$ cat src/rtl/ps2_pkg.sv
// Shared PS/2 Set 2 definitions: prefix bytes, keyboard status codes and the
// decoder FSM state type.
package ps2_pkg;

  localparam logic [7:0] PS2_BREAK = 8'hF0;
  localparam logic [7:0] PS2_EXT   = 8'hE0;

  // Keyboard status/response bytes that never carry a key event.
  localparam logic [7:0] PS2_ERR_LO   = 8'h00;
  localparam logic [7:0] PS2_BAT_OK   = 8'hAA;
  localparam logic [7:0] PS2_ECHO     = 8'hEE;
  localparam logic [7:0] PS2_ACK      = 8'hFA;
  localparam logic [7:0] PS2_BAT_FAIL = 8'hFC;
  localparam logic [7:0] PS2_RESEND   = 8'hFE;
  localparam logic [7:0] PS2_ERR_HI   = 8'hFF;

  typedef enum logic [1:0] {
    IDLE,
    BREAK,
    EXT,
    EXT_BREAK
  } ps2_state_e;

  function automatic logic is_status_code(input logic [7:0] code);
    return (code == PS2_ERR_LO)   || (code == PS2_BAT_OK) ||
           (code == PS2_ECHO)     || (code == PS2_ACK)    ||
           (code == PS2_BAT_FAIL) || (code == PS2_RESEND) ||
           (code == PS2_ERR_HI);
  endfunction

endpackage

$ cat src/rtl/ps2_set2_to_ascii.sv
// Combinational Set 2 make-code to uppercase ASCII lookup; valid flags codes
// that have a character.
module ps2_set2_to_ascii (
  input  logic [7:0] code,
  output logic [7:0] ascii,
  output logic       valid
);

  // NOTE: every output gets a default before the case so no path through the
  // block leaves it unassigned; otherwise synthesis infers a latch.
  always_comb begin
    ascii = 8'h00;
    valid = 1'b1;
    case (code)
      8'h1C: ascii = "A";
      8'h32: ascii = "B";
      8'h21: ascii = "C";
      8'h23: ascii = "D";
      8'h24: ascii = "E";
      8'h2B: ascii = "F";
      8'h34: ascii = "G";
      8'h33: ascii = "H";
      8'h43: ascii = "I";
      8'h3B: ascii = "J";
      8'h42: ascii = "K";
      8'h4B: ascii = "L";
      8'h3A: ascii = "M";
      8'h31: ascii = "N";
      8'h44: ascii = "O";
      8'h4D: ascii = "P";
      8'h15: ascii = "Q";
      8'h2D: ascii = "R";
      8'h1B: ascii = "S";
      8'h2C: ascii = "T";
      8'h3C: ascii = "U";
      8'h2A: ascii = "V";
      8'h1D: ascii = "W";
      8'h22: ascii = "X";
      8'h35: ascii = "Y";
      8'h1A: ascii = "Z";
      8'h45: ascii = "0";
      8'h16: ascii = "1";
      8'h1E: ascii = "2";
      8'h26: ascii = "3";
      8'h25: ascii = "4";
      8'h2E: ascii = "5";
      8'h36: ascii = "6";
      8'h3D: ascii = "7";
      8'h3E: ascii = "8";
      8'h46: ascii = "9";
      8'h29: ascii = " ";
      default: valid = 1'b0;
    endcase
  end

endmodule

$ cat src/rtl/ps2_scancode_decoder.sv
// Turns the raw PS/2 byte stream into one ASCII strobe per key press,
// discarding breaks, extended keys, auto-repeat and status bytes.
module ps2_scancode_decoder
  import ps2_pkg::*;
#(
  parameter int TIMEOUT_CYCLES = 500000
) (
  input  logic       clk,
  input  logic       rst_n,
  input  logic [7:0] ps2_received_data,
  input  logic       ps2_received_data_strb,
  output logic [7:0] ascii_data,
  output logic       ascii_strb
);

  localparam int              CNT_W    = $clog2(TIMEOUT_CYCLES);
  localparam logic [CNT_W-1:0] CNT_LAST = CNT_W'(TIMEOUT_CYCLES - 1);

  ps2_state_e       state;
  ps2_state_e       next_state;
  logic [CNT_W-1:0] timeout_cnt;
  logic [7:0]       last_make;
  logic [7:0]       map_ascii;
  logic             map_valid;
  logic             timed_out;
  logic             emit;
  logic             clear_last;

  ps2_set2_to_ascii u_map (
    .code  (ps2_received_data),
    .ascii (map_ascii),
    .valid (map_valid)
  );

  // A strobe on the expiry cycle takes priority, so expiry needs no strobe.
  assign timed_out = (state != IDLE) && !ps2_received_data_strb &&
                     (timeout_cnt == CNT_LAST);

  // NOTE: sequential state uses non-blocking assignments so every register
  // samples pre-edge values regardless of statement order.
  always_ff @(posedge clk or negedge rst_n) begin
    if (!rst_n) state <= IDLE;
    else        state <= next_state;
  end

  always_comb begin
    next_state = state;
    if (ps2_received_data_strb) begin
      unique case (state)
        IDLE: begin
          if (ps2_received_data == PS2_BREAK)    next_state = BREAK;
          else if (ps2_received_data == PS2_EXT) next_state = EXT;
        end
        EXT: begin
          if (ps2_received_data == PS2_BREAK) next_state = EXT_BREAK;
          else                                next_state = IDLE;
        end
        BREAK, EXT_BREAK: next_state = IDLE;
        default:          next_state = IDLE;
      endcase
    end else if (timed_out) begin
      next_state = IDLE;
    end
  end

  // Status bytes are never mapped, so a mapped IDLE byte is a genuine make.
  always_comb begin
    emit       = 1'b0;
    clear_last = 1'b0;
    if (ps2_received_data_strb) begin
      if (state == IDLE) begin
        emit = map_valid && !is_status_code(ps2_received_data) &&
               (ps2_received_data != last_make);
      end else if (state == BREAK) begin
        clear_last = (ps2_received_data == last_make);
      end
    end
  end

  always_ff @(posedge clk or negedge rst_n) begin
    if (!rst_n) begin
      timeout_cnt <= '0;
    end else if (ps2_received_data_strb || next_state == IDLE) begin
      timeout_cnt <= '0;
    end else begin
      timeout_cnt <= timeout_cnt + 1'b1;
    end
  end

  always_ff @(posedge clk or negedge rst_n) begin
    if (!rst_n) begin
      ascii_data <= 8'h00;
      ascii_strb <= 1'b0;
      last_make  <= 8'h00;
    end else begin
      ascii_strb <= emit;
      if (emit) begin
        ascii_data <= map_ascii;
        last_make  <= ps2_received_data;
      end else if (clear_last) begin
        last_make <= 8'h00;
      end
    end
  end

endmodule

$ cat config.mk
export PLATFORM = sky130hd
export DESIGN_NAME = ps2_scancode_decoder
export DESIGN_NICKNAME = d
export VERILOG_FILES = /design/src/rtl/ps2_pkg.sv /design/src/rtl/ps2_set2_to_ascii.sv /design/src/rtl/ps2_scancode_decoder.sv
export SDC_FILE = /design/constraint.sdc
export NUM_CORES = 1
export LEC_CHECK = 0
export CAP_MARGIN = 10
export CELL_PAD_IN_SITES_DETAIL_PLACEMENT = 1
export CELL_PAD_IN_SITES_GLOBAL_PLACEMENT = 1
export CORE_UTILIZATION = 45
export CTS_CLUSTER_DIAMETER = 50
export DETAILED_ROUTE_END_ITERATION = 7
export PLACE_DENSITY = 0.76
export SYNTH_ARGS = -nofsm -noshare
export SYNTH_HDL_FRONTEND = slang
export SYNTH_SLANG_ARGS = --single-unit
$ cat constraint.sdc
create_clock -name clk -period 2.5 [get_ports clk]
set_input_delay 0.5 -clock clk [delete_from_list [all_inputs] [get_ports clk]]
set_output_delay 0.5 -clock clk [all_outputs]
set_load 0.1 [all_outputs]
==> results of run 1 <==
[worst max path at each step]
| stage | start | to | slack [ns] | cells past startpoint |
|---|---|---|---|---|
| finish | ps2_received_data[2] | ascii_data[0] | -0.11 | 10 |
| global route | ps2_received_data[2] | ascii_data[5] | -0.16 | 10 |
| CTS | ps2_received_data[2] | ascii_data[5] | -0.03 | 9 |
| detailed placement | ps2_received_data[4] | ascii_data[1] | -0.76 | 8 |
| global placement | ps2_received_data[5] | last_make[0] | -0.62 | 7 |
| floorplan | ps2_received_data[7] | last_make[7] | 0.06 | 9 |
[per-stage QoR]
stage / worst slack (ns) / hold slack (ns) / std cells / utilization
global placement: -0.621 / 0.473 / 473 / 0.592
floorplan: 0.0614 / 0.204 / 329 / -
CTS: -0.0283 / 0.315 / 493 / 0.642
global route: -0.156 / 0.373 / 496 / 0.663
detailed placement: -0.757 / 0.483 / 473 / 0.592
finish: -0.110 / 0.287 / 496 / 0.663
[synth_stat cells (5+ instances only)]
master / number / area, um^2
a21oi_1: 11 / 55.1
a31oi_1: 7 / 43.8
and2_1: 9 / 56.3
buf_2: 14 / 70.1
clkbuf_1: 5 / 18.8
dfrtp_1: 37 / 926
inv_1: 8 / 30.0
mux2_2: 5 / 56.3
nand2_1: 25 / 93.8
nand2b_1: 6 / 37.5
nand3_1: 19 / 95.1
nand4_1: 6 / 37.5
nor2_1: 33 / 124
nor2b_1: 12 / 75.1
nor3_1: 5 / 25.0
nor4b_1: 6 / 52.6
o211ai_1: 5 / 37.5
o21ai_0: 6 / 30.0
o2bb2ai_1: 7 / 61.3
or3_1: 6 / 37.5
xnor2_1: 10 / 87.6
xor2_1: 15 / 131
[cell usage in the layout, fill, tap and decap left out, types with 4 or more instances in the layout]
| cell | count |
|---|---|
| nor4b_1 | 5 |
| xnor2_1 | 10 |
| and2_1 | 9 |
| a21oi_1 | 10 |
| o2bb2ai_1 | 7 |
| nor2b_1 | 11 |
| a31oi_1 | 6 |
| nand3_1 | 19 |
| o211ai_1 | 5 |
| nand4_1 | 6 |
| clkbuf_8 | 5 |
| dfrtp_1 | 37 |
| inv_1 | 8 |
| nand2b_1 | 5 |
| buf_6 | 6 |
| o21ai_0 | 6 |
| nor2_1 | 32 |
| buf_4 | 89 |
| or3_1 | 4 |
| xor2_1 | 15 |
| nand2_1 | 25 |
[worst max-delay path: cells and delay by family]
family	cells	cell delay (ns)
buffers and inverters	4	0.74
and+or+nand+nor	2	0.62
AOI/OAI and AO/OA	3	0.59
muxes	1	0.34
[sequential cells by signal, indices dropped and copies added, names as in the netlist]
name	flops
state	2
last_make	8
ascii_strb	1
timeout_cnt	19
ascii_data	7
[metal layers]
metal,share of wire,vias up,track usage
met3,0.070,76,0.0716
met4,0.060,0,0.238
met1,0.38,1610,0.413
li1,-,1375,-
met2,0.49,172,0.608
met5,0,-,0
[report_power, final]
| part | total, uW | leakage (uW) | internal [uW] | switching [uW] |
|---|---|---|---|---|
| Clock | 663 | 0.0000687 | 402 | 261 |
| Sequential | 672 | 0.000502 | 641 | 31.1 |
| Combinational | 632 | 0.00111 | 239 | 393 |
[kinds of logic (layout without fill, tap and decap cells)]
logic type                 Yosys count  after routing  share of synthesized area
muxes                                9              9                     0.0353
adders and majority gates            1              1                    0.00453
buffers and inverters               34            126                     0.0552
other                                1              1                    0.00136
xor gates and xnor gates            25             25                     0.0792
AOI/OAI and AO/OA                   67             67                      0.178
and+or+nand+nor                    155            155                      0.311
DFF                                 37             37                      0.335
[area by class of cell]
type                            instances  area (um^2)  area share
Sequential cell                        37          926       0.236
Timing Repair Buffer                  109          890       0.227
Clock inverter                          3         68.8      0.0175
Clock buffer                            5         68.8      0.0175
Multi-Input combinational cell        258         1840       0.470
Tap cell                               75         93.8      0.0239
Inverter                                9         33.8     0.00861
[timing repair]
item	CTS	global route
resized for setup	30	23
gates cloned	1	0
pin swaps	5	5
setup endpoints to repair	16	15
endpoints found under the hold margin	0	0
buffers inserted	11	3
==> reports/metrics.cfg, run 1 <==
[setup_path]
critPathMaxFanout = 8
critical_path.cell_chain = dlygate4sd2_1, buf_6, buf_4, nand3b_1, a211oi_4, a31oi_1, or3b_4, o31ai_4, buf_12, mux2_2
r2r-start = state[1]
r2r_end = ascii_data[1]
reg2reg_slack_ns = 0.43
max_stage_delay_ns = 0.44
critPathKind = input pin to flop
r2r.worst_path.cells = 6
cp_slowest_cell = or3b_4
cp.arrival_ns = 2.81
end_kind = flop
worstPathRequired_ns = 2.70
worst_setup_path_start_kind = input pin

[layout]
layout-drive-gt1-share = 0.333
fillCellCount = 702
antenna_cells = 0
syn2layout_area_growth_pct = 42.0
nNetsFinal = 432
final_cell_area_um2 = 3930

[yosys]
synthCells = 329
synth_edf_count = 0
synthArstFlopShare = 1.00
synth_seq_area_share = 0.335
syn_area_um2 = 2760
syn_nets = 341
avgSynthCellArea_um2 = 8.40
synth_flop_cell = dfrtp_1
ys_seq_elements = 37
yosys.cell_types.count = 54
yosysWarnings = 0

[die]
core_um2 = 5920
die_h_um = 80.4
dieWidth_um = 80.4
fp-row-count = 28
dieArea_um2 = 6460
start_util = 0.467
io_pins = 20

[place]
hpwl_mm = 6.91
gp_congestion = 0.891
placed_area_um2 = 3500
port_buffers = 18

[timing]
setup_viol = 15
worst_slack_ns = -0.110
worst_pin_slew_ns = 0.860
min_period_ns = 2.61
maxSlewHeadroom = 0.427
period_share = 1.04
drv_slew = 0
clock.fmax_ghz = 0.383
fin_setup_tns_ns = -0.885
skew_ns = 0.0105
finalHoldViolations = 0

[route]
drtIter0Drc = 270
drcViolationCount = 0
vias = 3233
wl_per_cell_um = 24.1
wirelength_mm = 12.0
detail_route.first_pass.iterations = 5
via_per_inst = 6.52
ant_nets = 0

[power]
ir_drop_mv = 0.418
power.density_nw_per_um2 = 501
p_leak_uw = 0.00168
p_total_uw = 1970

[status]
violations = setup timing
outcome = complete, but fails checks

[clocking]
h-tree-depth = 2
cts_tree = yes
cts-root-buf = clkbuf_8
ctsHoldBuffers = 0
numCtsBuffers = 5
clock_path_buffers = 2
cts_sinks = 37
clk_latency_ns = 0.31
clkTransAtPathRegs_ns = 0.09

[global_route]
grt_pass1_vias = 3264
grt-ovfl-total = 0
grt_pass1_wl_mm = 17.4
gr-usage-all-layers = 0.361
antenna_found_initial = 0
grt_max_degree = 38

[hold_path]
hold_class = input pin to asynchronous set/reset pin

[flow_run]
drv_cap = 0

No activity file was read; power rests on OpenSTA's default activity.
==> run 2: changes to the inputs <==
--- a/config.mk
+++ b/config.mk
@@ -8,10 +8,11 @@
 export CAP_MARGIN = 10
 export CELL_PAD_IN_SITES_DETAIL_PLACEMENT = 1
 export CELL_PAD_IN_SITES_GLOBAL_PLACEMENT = 1
-export CORE_UTILIZATION = 45
+export CORE_UTILIZATION = 48
 export CTS_CLUSTER_DIAMETER = 50
 export DETAILED_ROUTE_END_ITERATION = 7
-export PLACE_DENSITY = 0.76
+export PLACE_DENSITY = 0.81
+export SKIP_LAST_GASP = 1
 export SYNTH_ARGS = -nofsm -noshare
 export SYNTH_HDL_FRONTEND = slang
 export SYNTH_SLANG_ARGS = --single-unit
==> constraint.sdc (replaced) <==
create_clock -name clk -period 3.25 [get_ports clk]
set_input_delay 0.65 -clock clk [delete_from_list [all_inputs] [get_ports clk]]
set_output_delay 0.65 -clock clk [all_outputs]
set_load 0.1 [all_outputs]
==> run 2 against run 1 <==
The flow now finishes without violations. Wire length fell by 30%. Via count decreased by 18%. Final cell count is 11% lower. First-iteration DRC count is 26% lower. Sequential share of layout area up 4.5 points. Count of clock-buffer cells in the layout up 1. Sequential power down 24%. Critical path depth stayed put.
==> reports/metrics.cfg, run 2 (same netlist as run 1, synthesis figures left out) <==
[status]
outcome = finished, final reports clean

[global_route]
met2_usage = 0.539  ; -0.0687
grt_max_degree = 38  ; unchanged
antenna_found_initial = 0  ; unchanged
grt_pass1_vias = 2899  ; -11%
grtUsageMet1 = 0.352  ; -0.0614
busiest_layer = met2
grt_pass1_wl_mm = 14.2  ; -18%
grt-ovfl-total = 0  ; unchanged
gr-usage-all-layers = 0.304  ; -0.0575
global_route.usage.met3 = 0.0529  ; -0.0186

[layout]
multi_input_comb_area_um2 = 1690  ; -8.3%
fillCellCount = 694  ; -1.1%
final_common_cell = buf_4
nNetsFinal = 378  ; -13%
layout-drive-gt1-share = 0.177  ; -0.155
seqCellArea_um2 = 926  ; unchanged
mostFrequentLayoutCells = 43 x buf_4, 37 x dfrtp_1, 33 x nor2_1
largest_registers = timeout_cnt: 19 flops, last_make: 8 flops, ascii_data: 7 flops
largest_reg_flops = 19  ; unchanged
syn2layout_area_growth_pct = 19.2
antenna_cells = 0  ; unchanged
top_register = timeout_cnt

[timing]
maxSlewHeadroom = 0.456  ; +0.0295
clock.fmax_ghz = 0.325
finalHoldViolations = 0  ; unchanged
drv_slew = 0  ; unchanged
setup_viol = 0  ; -15
period_share = 0.946
worst_slack_ns = 0.175  ; +0.285 ns
skew_ns = 0.0147  ; +0.00420 ns
worst_pin_slew_ns = 0.816  ; -0.0443 ns
rsz0062_at_grt = no
fin_setup_tns_ns = 0  ; +0.885 ns
min_period_ns = 3.07

[route]
via_per_inst = 6.06  ; -7.0%
drtIter0Drc = 199  ; -26%
drcViolationCount = 0  ; unchanged
wirelength_mm = 8.42  ; -30%
detail_route.first_pass.iterations = 4  ; -1
wl_per_cell_um = 19.2  ; -21%
vias = 2661  ; -18%
ant_nets = 0  ; unchanged

[clocking]
clock_path_buffers = 2  ; unchanged
clk_latency_ns = 0.30  ; about the same
cts_tree = yes
cts_sinks = 37  ; unchanged
clkTransAtPathRegs_ns = 0.08  ; about the same
numCtsBuffers = 5  ; unchanged
h-tree-depth = 2  ; unchanged
ctsHoldBuffers = 0  ; unchanged
cts-root-buf = clkbuf_8

[power]
p_leak_uw = 0.00133  ; -21%
share_comb_of_total_power = 0.304  ; -0.017
ir_drop_mv = 0.353  ; -16%
seqPwrFrac = 0.413  ; +0.071
power.density_nw_per_um2 = 378  ; -25%
p_total_uw = 1240  ; -37%
switching_share = 0.358  ; +0.0103
clkPwrFrac = 0.282  ; -0.055
internal_power_uw = 798  ; -38%
p_sw_uw = 446  ; -35%

[setup_path]
cp.arrival_ns = 3.23  ; +0.42 ns
reg2reg_slack_ns = 1.20  ; +0.77 ns
critPathMostFrequentCell = buf_4
critical_path.cell_chain = clkdlybuf4s50_1, buf_4, nor4bb_1, a31oi_1, a21oi_1, or3b_1, o31ai_4, buf_4, buf_4, o2bb2ai_1
critPathBufInv = 4  ; unchanged
critical-path-top-delay-family = buffers and inverters
critPathMaxFanout = 21  ; +13
max_stage_delay_ns = 0.68  ; +0.24 ns
cp_slowest_cell = clkdlybuf4s50_1
end_kind = flop
worst_setup_path_start_kind = input pin
critPathKind = input pin to flop
worstPathRequired_ns = 3.41  ; +0.71 ns

[place]
dp_slack_ns = -0.220  ; +0.537 ns
port_buffers = 18  ; unchanged
hpwl_mm = 6.24  ; -9.6%
gp_congestion = 0.907  ; +1.8%

[hold_path]
hold_class = input pin to asynchronous set/reset pin

[die]
die_h_um = 77.9  ; -3.1%
io_pins = 20  ; unchanged
core_um2 = 5540  ; -6.4%
fp-row-count = 27  ; -3.6%
dieArea_um2 = 6070  ; -6.1%
dieWidth_um = 77.9  ; -3.1%
start_util = 0.499  ; +0.0320

[flow_run]
drv_cap = 0  ; unchanged

[run 2: cell types whose count changed in the layout (fill, tap and decap cells not counted), moves of 3 or more]
cell,previous run,this run
dlygate4sd2_1,3,0
buf_6,6,0
buf_4,89,43
or3b_4,3,0
clkdlybuf4s50_1,1,9
[run 2: cell type report]
class | instances | area share
inverters | 9 | 0.0103
multi-input cells | 258 | 0.513
repair buffers | 55 | 0.139
clock inverters | 2 | 0.00418
well taps | 72 | 0.0273
flip-flops and latches | 37 | 0.281
clock buffers | 6 | 0.0251
[run 2: worst register-to-register path: stages, from the launching register on]
cell	delay, ns
dfrtp_1	0.43
nand2b_1	0.19
a2111oi_0	0.45
o211a_1	0.29
o31ai_4	0.09
buf_4	0.17
buf_4	0.17
o2bb2ai_1	0.13
[run 2: power by group through the flow]
stage | sequential [uW] | combinational, uW | clock, uW
after floorplan | 614 | 163 | 0
after global placement | 520 | 366 | 0
after detailed placement | 523 | 377 | 0
after CTS | 515 | 379 | 352
after global routing | 519 | 404 | 367
final | 514 | 379 | 351
[run 2: metal layers]
metal,wire length [um],vias to the layer above
met4,258,0
met5,0,-
met2,4290,68
met3,308,24
li1,-,1269
met1,3560,1300
[run 2: final timing paths]
path,start,endpoint,cells past startpoint
max in group asynchronous,rst_n,timeout_cnt[10],1
min in group clk,timeout_cnt[0],timeout_cnt[0],1
worst max-delay path,ps2_received_data[1],last_make[2],10
worst max register to register,state[1],last_make[2],7
worst min register to register,timeout_cnt[0],timeout_cnt[0],1
worst min-delay path,rst_n,ascii_data[4],1
[run 2: per-stage QoR]
stage / hold slack, ns / util / cell area (um^2) / instances
floorplan: 0.354 / - / 2760 / 329
global placement: 0.471 / 0.576 / 3190 / 431
detailed placement: 0.485 / 0.576 / 3190 / 431
CTS: 0.473 / 0.594 / 3290 / 439
global route: 0.514 / 0.595 / 3290 / 439
finish: 0.428 / 0.595 / 3290 / 439
[run 2: what timing repair did]
item / in CTS / in global routing
setup buffers: 0 / 0
endpoints found under the setup margin: 0 / 7
hold endpoints to repair: 0 / 0
gates resized for setup: 0 / 1
==> run 3: changes to the inputs <==
--- a/config.mk
+++ b/config.mk
@@ -8,6 +8,7 @@
 export CAP_MARGIN = 10
 export CELL_PAD_IN_SITES_DETAIL_PLACEMENT = 1
 export CELL_PAD_IN_SITES_GLOBAL_PLACEMENT = 1
+export CORE_ASPECT_RATIO = 0.6
 export CORE_UTILIZATION = 48
 export CTS_CLUSTER_DIAMETER = 50
 export DETAILED_ROUTE_END_ITERATION = 7
==> run 3 against run 2 <==
Clock power is 10% lower. Sequential cell count stayed put. Register-to-register slack worse by 0.12 ns. Hold slack better by 0.022 ns. Via count is 2.5% higher. Die area is 0.17% higher. Core utilization is 3.2 points higher. Largest power group unchanged.
==> reports/metrics.cfg, run 3 (same netlist as run 1, synthesis figures left out) <==
[die]
dieWidth_um = 100  ; +28%
fp-row-count = 20  ; -26%
start_util = 0.521  ; +0.0221
core_um2 = 5310  ; -4.2%
dieArea_um2 = 6080  ; +0.17%
die_h_um = 60.8  ; -22%
io_pins = 20  ; unchanged

[global_route]
grt_max_degree = 38  ; unchanged
grt_pass1_wl_mm = 14.6  ; +2.4%
antenna_found_initial = 0  ; unchanged
grt_pass1_vias = 2665  ; -8.1%
gr-usage-all-layers = 0.323  ; +0.0192
grt-ovfl-total = 0  ; unchanged

[layout]
final_cell_area_um2 = 3320  ; +0.91%
syn2layout_area_growth_pct = 20.3
mostFrequentLayoutCells = 48 x buf_4, 37 x dfrtp_1, 33 x nor2_1
antenna_cells = 0  ; unchanged
nNetsFinal = 383  ; +1.3%
final_common_cell = buf_4
top_register = timeout_cnt
largest_reg_flops = 19  ; unchanged
layout-drive-gt1-share = 0.185  ; +0.00837
largest_registers = timeout_cnt: 19 flops, last_make: 8 flops, ascii_data: 7 flops

[clocking]
clk_latency_ns = 0.29  ; about the same
cts_tree = yes
cts_setup_buffers = 0  ; unchanged
cts_sinks = 37  ; unchanged
cts_resized = 0  ; unchanged
ctsHoldBuffers = 0  ; unchanged
clock_path_buffers = 2  ; unchanged
numCtsBuffers = 5  ; unchanged
cts-root-buf = clkbuf_8
h-tree-depth = 2  ; unchanged
clkTransAtPathRegs_ns = 0.08  ; about the same

[hold_path]
hold_class = input pin to asynchronous set/reset pin

[setup_path]
end_kind = flop
worstPathRequired_ns = 3.44  ; +0.03 ns
cp_slowest_cell = or4b_2
critPathBufInv = 3  ; -1
worst_setup_path_start_kind = input pin
r2r-start = last_make[1]
worstSetupStartpoint = ps2_received_data[5]
max_stage_delay_ns = 0.76  ; +0.08 ns
critical-path-top-delay-family = simple AND/OR/NAND/NOR gates
critPathKind = input pin to flop
cp.arrival_ns = 3.31  ; +0.08 ns
critical_path.cell_chain = clkdlybuf4s50_1, or4b_2, a211oi_1, a31oi_1, or3b_1, o31ai_4, buf_12, buf_4, and3_1
critPathMaxFanout = 11  ; -48%

[route]
ant_nets = 0  ; unchanged
vias = 2727  ; +2.5%
drtIter0Drc = 182  ; -8.5%
wirelength_mm = 9.07  ; +7.7%
via_per_inst = 6.07  ; +0.20%
drcViolationCount = 0  ; unchanged
wl_per_cell_um = 20.2  ; +5.3%
detail_route.first_pass.iterations = 4  ; unchanged

[place]
port_buffers = 18  ; unchanged
placed_area_um2 = 3240  ; +1.4%
hpwl_mm = 6.89  ; +10%
gp_congestion = 0.968  ; +6.7%

[timing]
worst_pin_slew_ns = 0.839  ; +0.0233 ns
maxSlewHeadroom = 0.441  ; -0.0155
setup_viol = 0  ; unchanged
min_period_ns = 3.12  ; +0.0487 ns
finalHoldViolations = 0  ; unchanged
clock.fmax_ghz = 0.320  ; -1.6%
period_share = 0.961  ; +0.0150
drv_slew = 0  ; unchanged
rsz0062_at_grt = no
skew_ns = 0.00906  ; -0.00565 ns
hold_ws_ns = 0.450  ; +0.0216 ns

[power]
p_leak_uw = 0.00135  ; +1.5%
ir_drop_mv = 0.210  ; -41%
power.density_nw_per_um2 = 366  ; -3.0%

[flow_run]
drv_cap = 0  ; unchanged

[status]
outcome = finished, final reports clean

[run 3: cell types whose count changed in the layout (fill, tap and decap cells not counted), sizes merged]
cell / previous run / this run
buf: 46 / 51
[run 3: through the flow]
| step | TNS [ns] | util | cells | setup slack (ns) | power, uW |
|---|---|---|---|---|---|
| 2_1_floorplan | 0 | - | 329 | 0.661 | 778 |
| 3_3_place_gp | 0 | 0.610 | 441 | 0.00540 | 890 |
| 3_5_place_dp | -2.01 | 0.610 | 441 | -0.244 | 904 |
| 4_1_cts | 0 | 0.626 | 449 | 0.0569 | 1220 |
| 5_1_grt | 0 | 0.627 | 449 | 0.0237 | 1270 |
| 6_report | 0 | 0.627 | 449 | 0.126 | 1220 |
[run 3: path summary, 6_finish.rpt]
check | depth (start not counted) | end | slack [ns]
setup / recovery | 9 | last_make[7] | 0.13
hold / removal | 1 | timeout_cnt[15] | 0.45
setup reg to reg | 6 | last_make[2] | 1.08
hold reg to reg | 1 | timeout_cnt[0] | 0.49
max in group asynchronous | 1 | last_make[0] | 2.25
min in group clk | 1 | timeout_cnt[0] | 0.49
[run 3: where the power goes]
part | internal [uW] | switching, uW
clock | 149 | 168
sequential | 493 | 20.6
combinational | 136 | 252
[run 3: layout make-up]
cell class	instances	area, um^2
clock buffers	6	72.6
clock inverters	2	10.0
fillers	652	1980
inverters	9	33.8
multi-input cells	258	1690
flip-flops and latches	37	926
well taps	77	96.3
repair buffers	60	495
[run 3: layer usage]
metal / track usage / vias up / part of all wire
met3: 0.0622 / 4 / 0.073
met1: 0.491 / 1365 / 0.50
met4: 0.0399 / 0 / 0.0022
met5: 0 / - / 0
met2: 0.489 / 82 / 0.42
li1: - / 1276 / -
==> patch (config.mk and constraints of run 3) <==
`TIMEOUT_CYCLES`: 500000 -> 1000000.
--- a/src/rtl/ps2_scancode_decoder.sv
+++ b/src/rtl/ps2_scancode_decoder.sv
@@ -4,5 +4,5 @@
   import ps2_pkg::*;
 #(
-  parameter int TIMEOUT_CYCLES = 500000
+  parameter int TIMEOUT_CYCLES = 1000000
 ) (
   input  logic       clk,
Formal check against the unedited RTL: no difference found for any inputs over 10 cycles, from zero or initial values and one cycle with rst_n low; that may be too few to reach the edited logic, so the function may still have changed.
==> patch against run 3 <==
Cell count fell by 0.22%; setup slack improved by 0.098 ns; total power increased by 31%; synthesized cell count fell by 1.5%; wire length up 8.6%; register-to-register slack gained 0.09 ns; sequential cell count increased by 1; highest routed layer unchanged; combinational power grew 36%; cell area is 5.2% higher; synthesized area is 5.4% higher.
==> patch: results <==
set metrics [dict create \
    status "finished, final reports clean" \
    synth_area_per_cell_um2 8.99 \
    crit_family "buffers and inverters" \
    layout-drive-gt1-share 0.226 \
    switching_power_mw 0.551 \
    grt_usage 0.333 \
    gp_congestion 1.02 \
    cp_slowest_cell "clkdlybuf4s50_1" \
    r2r-end "last_make[4]" \
    max_stage_delay_ns 0.54 \
    wl_per_cell_um 22.0 \
    cp_data_arrival_time_ns 3.21 \
    timing.rr.start "state[0]" \
    fin_hold_ws_ns 0.454 \
    syn_nets 336 \
    cts_resized 0 \
    ys_types 62 \
    top_regs "timeout_cnt x20, last_make x8, ascii_data x7" \
    drt_first_pass_iters 5 \
    grt_max_degree 39 \
    final_net_count 379 \
    rrSetupSlack_ns 1.17 \
    grt_pass1_wl_um 15700 \
    io_buffer_count 18 \
    placed_cells_incl_taps 440 \
    vias_per_cell 6.22 \
    clock_skew_ns 0.00698 \
    dp_hpwl_um 7350 \
    ys_seq_area_frac 0.326 \
    crit_fanout 16 \
    drt_iter0_drc 169 \
    ir_worst_vdd_v 0.000396 \
    vias 2785 \
    post_dp_cell_area_um2 3360 \
    synth_common_cells "dfrtp_1 (38), nor2_1 (34), nand2_1 (21)" \
    netlist_top_cells_area "dfrtp_1 (33%), xor2_1 (4.8%), xnor2_1 (4.5%)" \
    leakage_nw 1.49 \
]
## patch: logic make-up (layout without fill, tap and decap cells)
group / count (synthesis) / in the layout / share of synthesized area
buffers and inverters: 31 / 75 / 0.0687
XOR/XNOR: 31 / 31 / 0.0932
AND/OR/NAND/NOR: 149 / 149 / 0.284
multiplexers: 13 / 13 / 0.0575
flip-flops: 38 / 38 / 0.326
AO/OA/AOI/OAI: 60 / 60 / 0.164
other: 1 / 1 / 0.00129
adder cells (fa/ha/maj): 1 / 1 / 0.00429
## patch: worst max path at each step
stage,startpoint,endpoint,slack (ns),cells after the start
final,ps2_received_data[3],last_make[4],0.22,10
after global routing,ps2_received_data[3],last_make[0],0.16,10
after CTS,ps2_received_data[3],last_make[0],0.28,10
after detailed placement,ps2_received_data[3],last_make[0],-0.04,10
after global placement,ps2_received_data[4],ascii_data[5],0.04,9
after floorplan,ps2_received_data[3],last_make[1],0.56,8
## patch: layout make-up
cell class / count / area, µm²
clock buffers: 5 / 68.8
repair buffers: 60 / 520
clock inverters: 3 / 68.8
flip-flops and latches: 38 / 951
multi-input cells: 255 / 1760
inverters: 7 / 26.3
well taps: 80 / 100
fillers: 686 / 2200
## patch: routing by layer
layer  up-vias  part of all wire  track usage
met2       132              0.42        0.464
li1       1251                 -            -
met5         -                 0            0
met3        16             0.094        0.105
met4         0             0.014       0.0732
met1      1386              0.47        0.499
## patch: power by group through the flow
stage / Sequential (mW) / Combinational [mW] / Clock [mW]
5_1_grt: 0.577 / 0.553 / 0.521
4_1_cts: 0.571 / 0.522 / 0.503
3_3_place_gp: 0.574 / 0.497 / 0
6_report: 0.573 / 0.525 / 0.494
2_1_floorplan: 0.702 / 0.240 / 0
3_5_place_dp: 0.577 / 0.520 / 0
## patch: worst register-to-register path, stage by stage (launching register included)
cell      delay, ns
dfrtp_1        0.43
nand2b_1       0.18
a2111o_1       0.38
a211oi_2       0.33
o41ai_4        0.16
buf_12         0.19
mux2_4         0.31
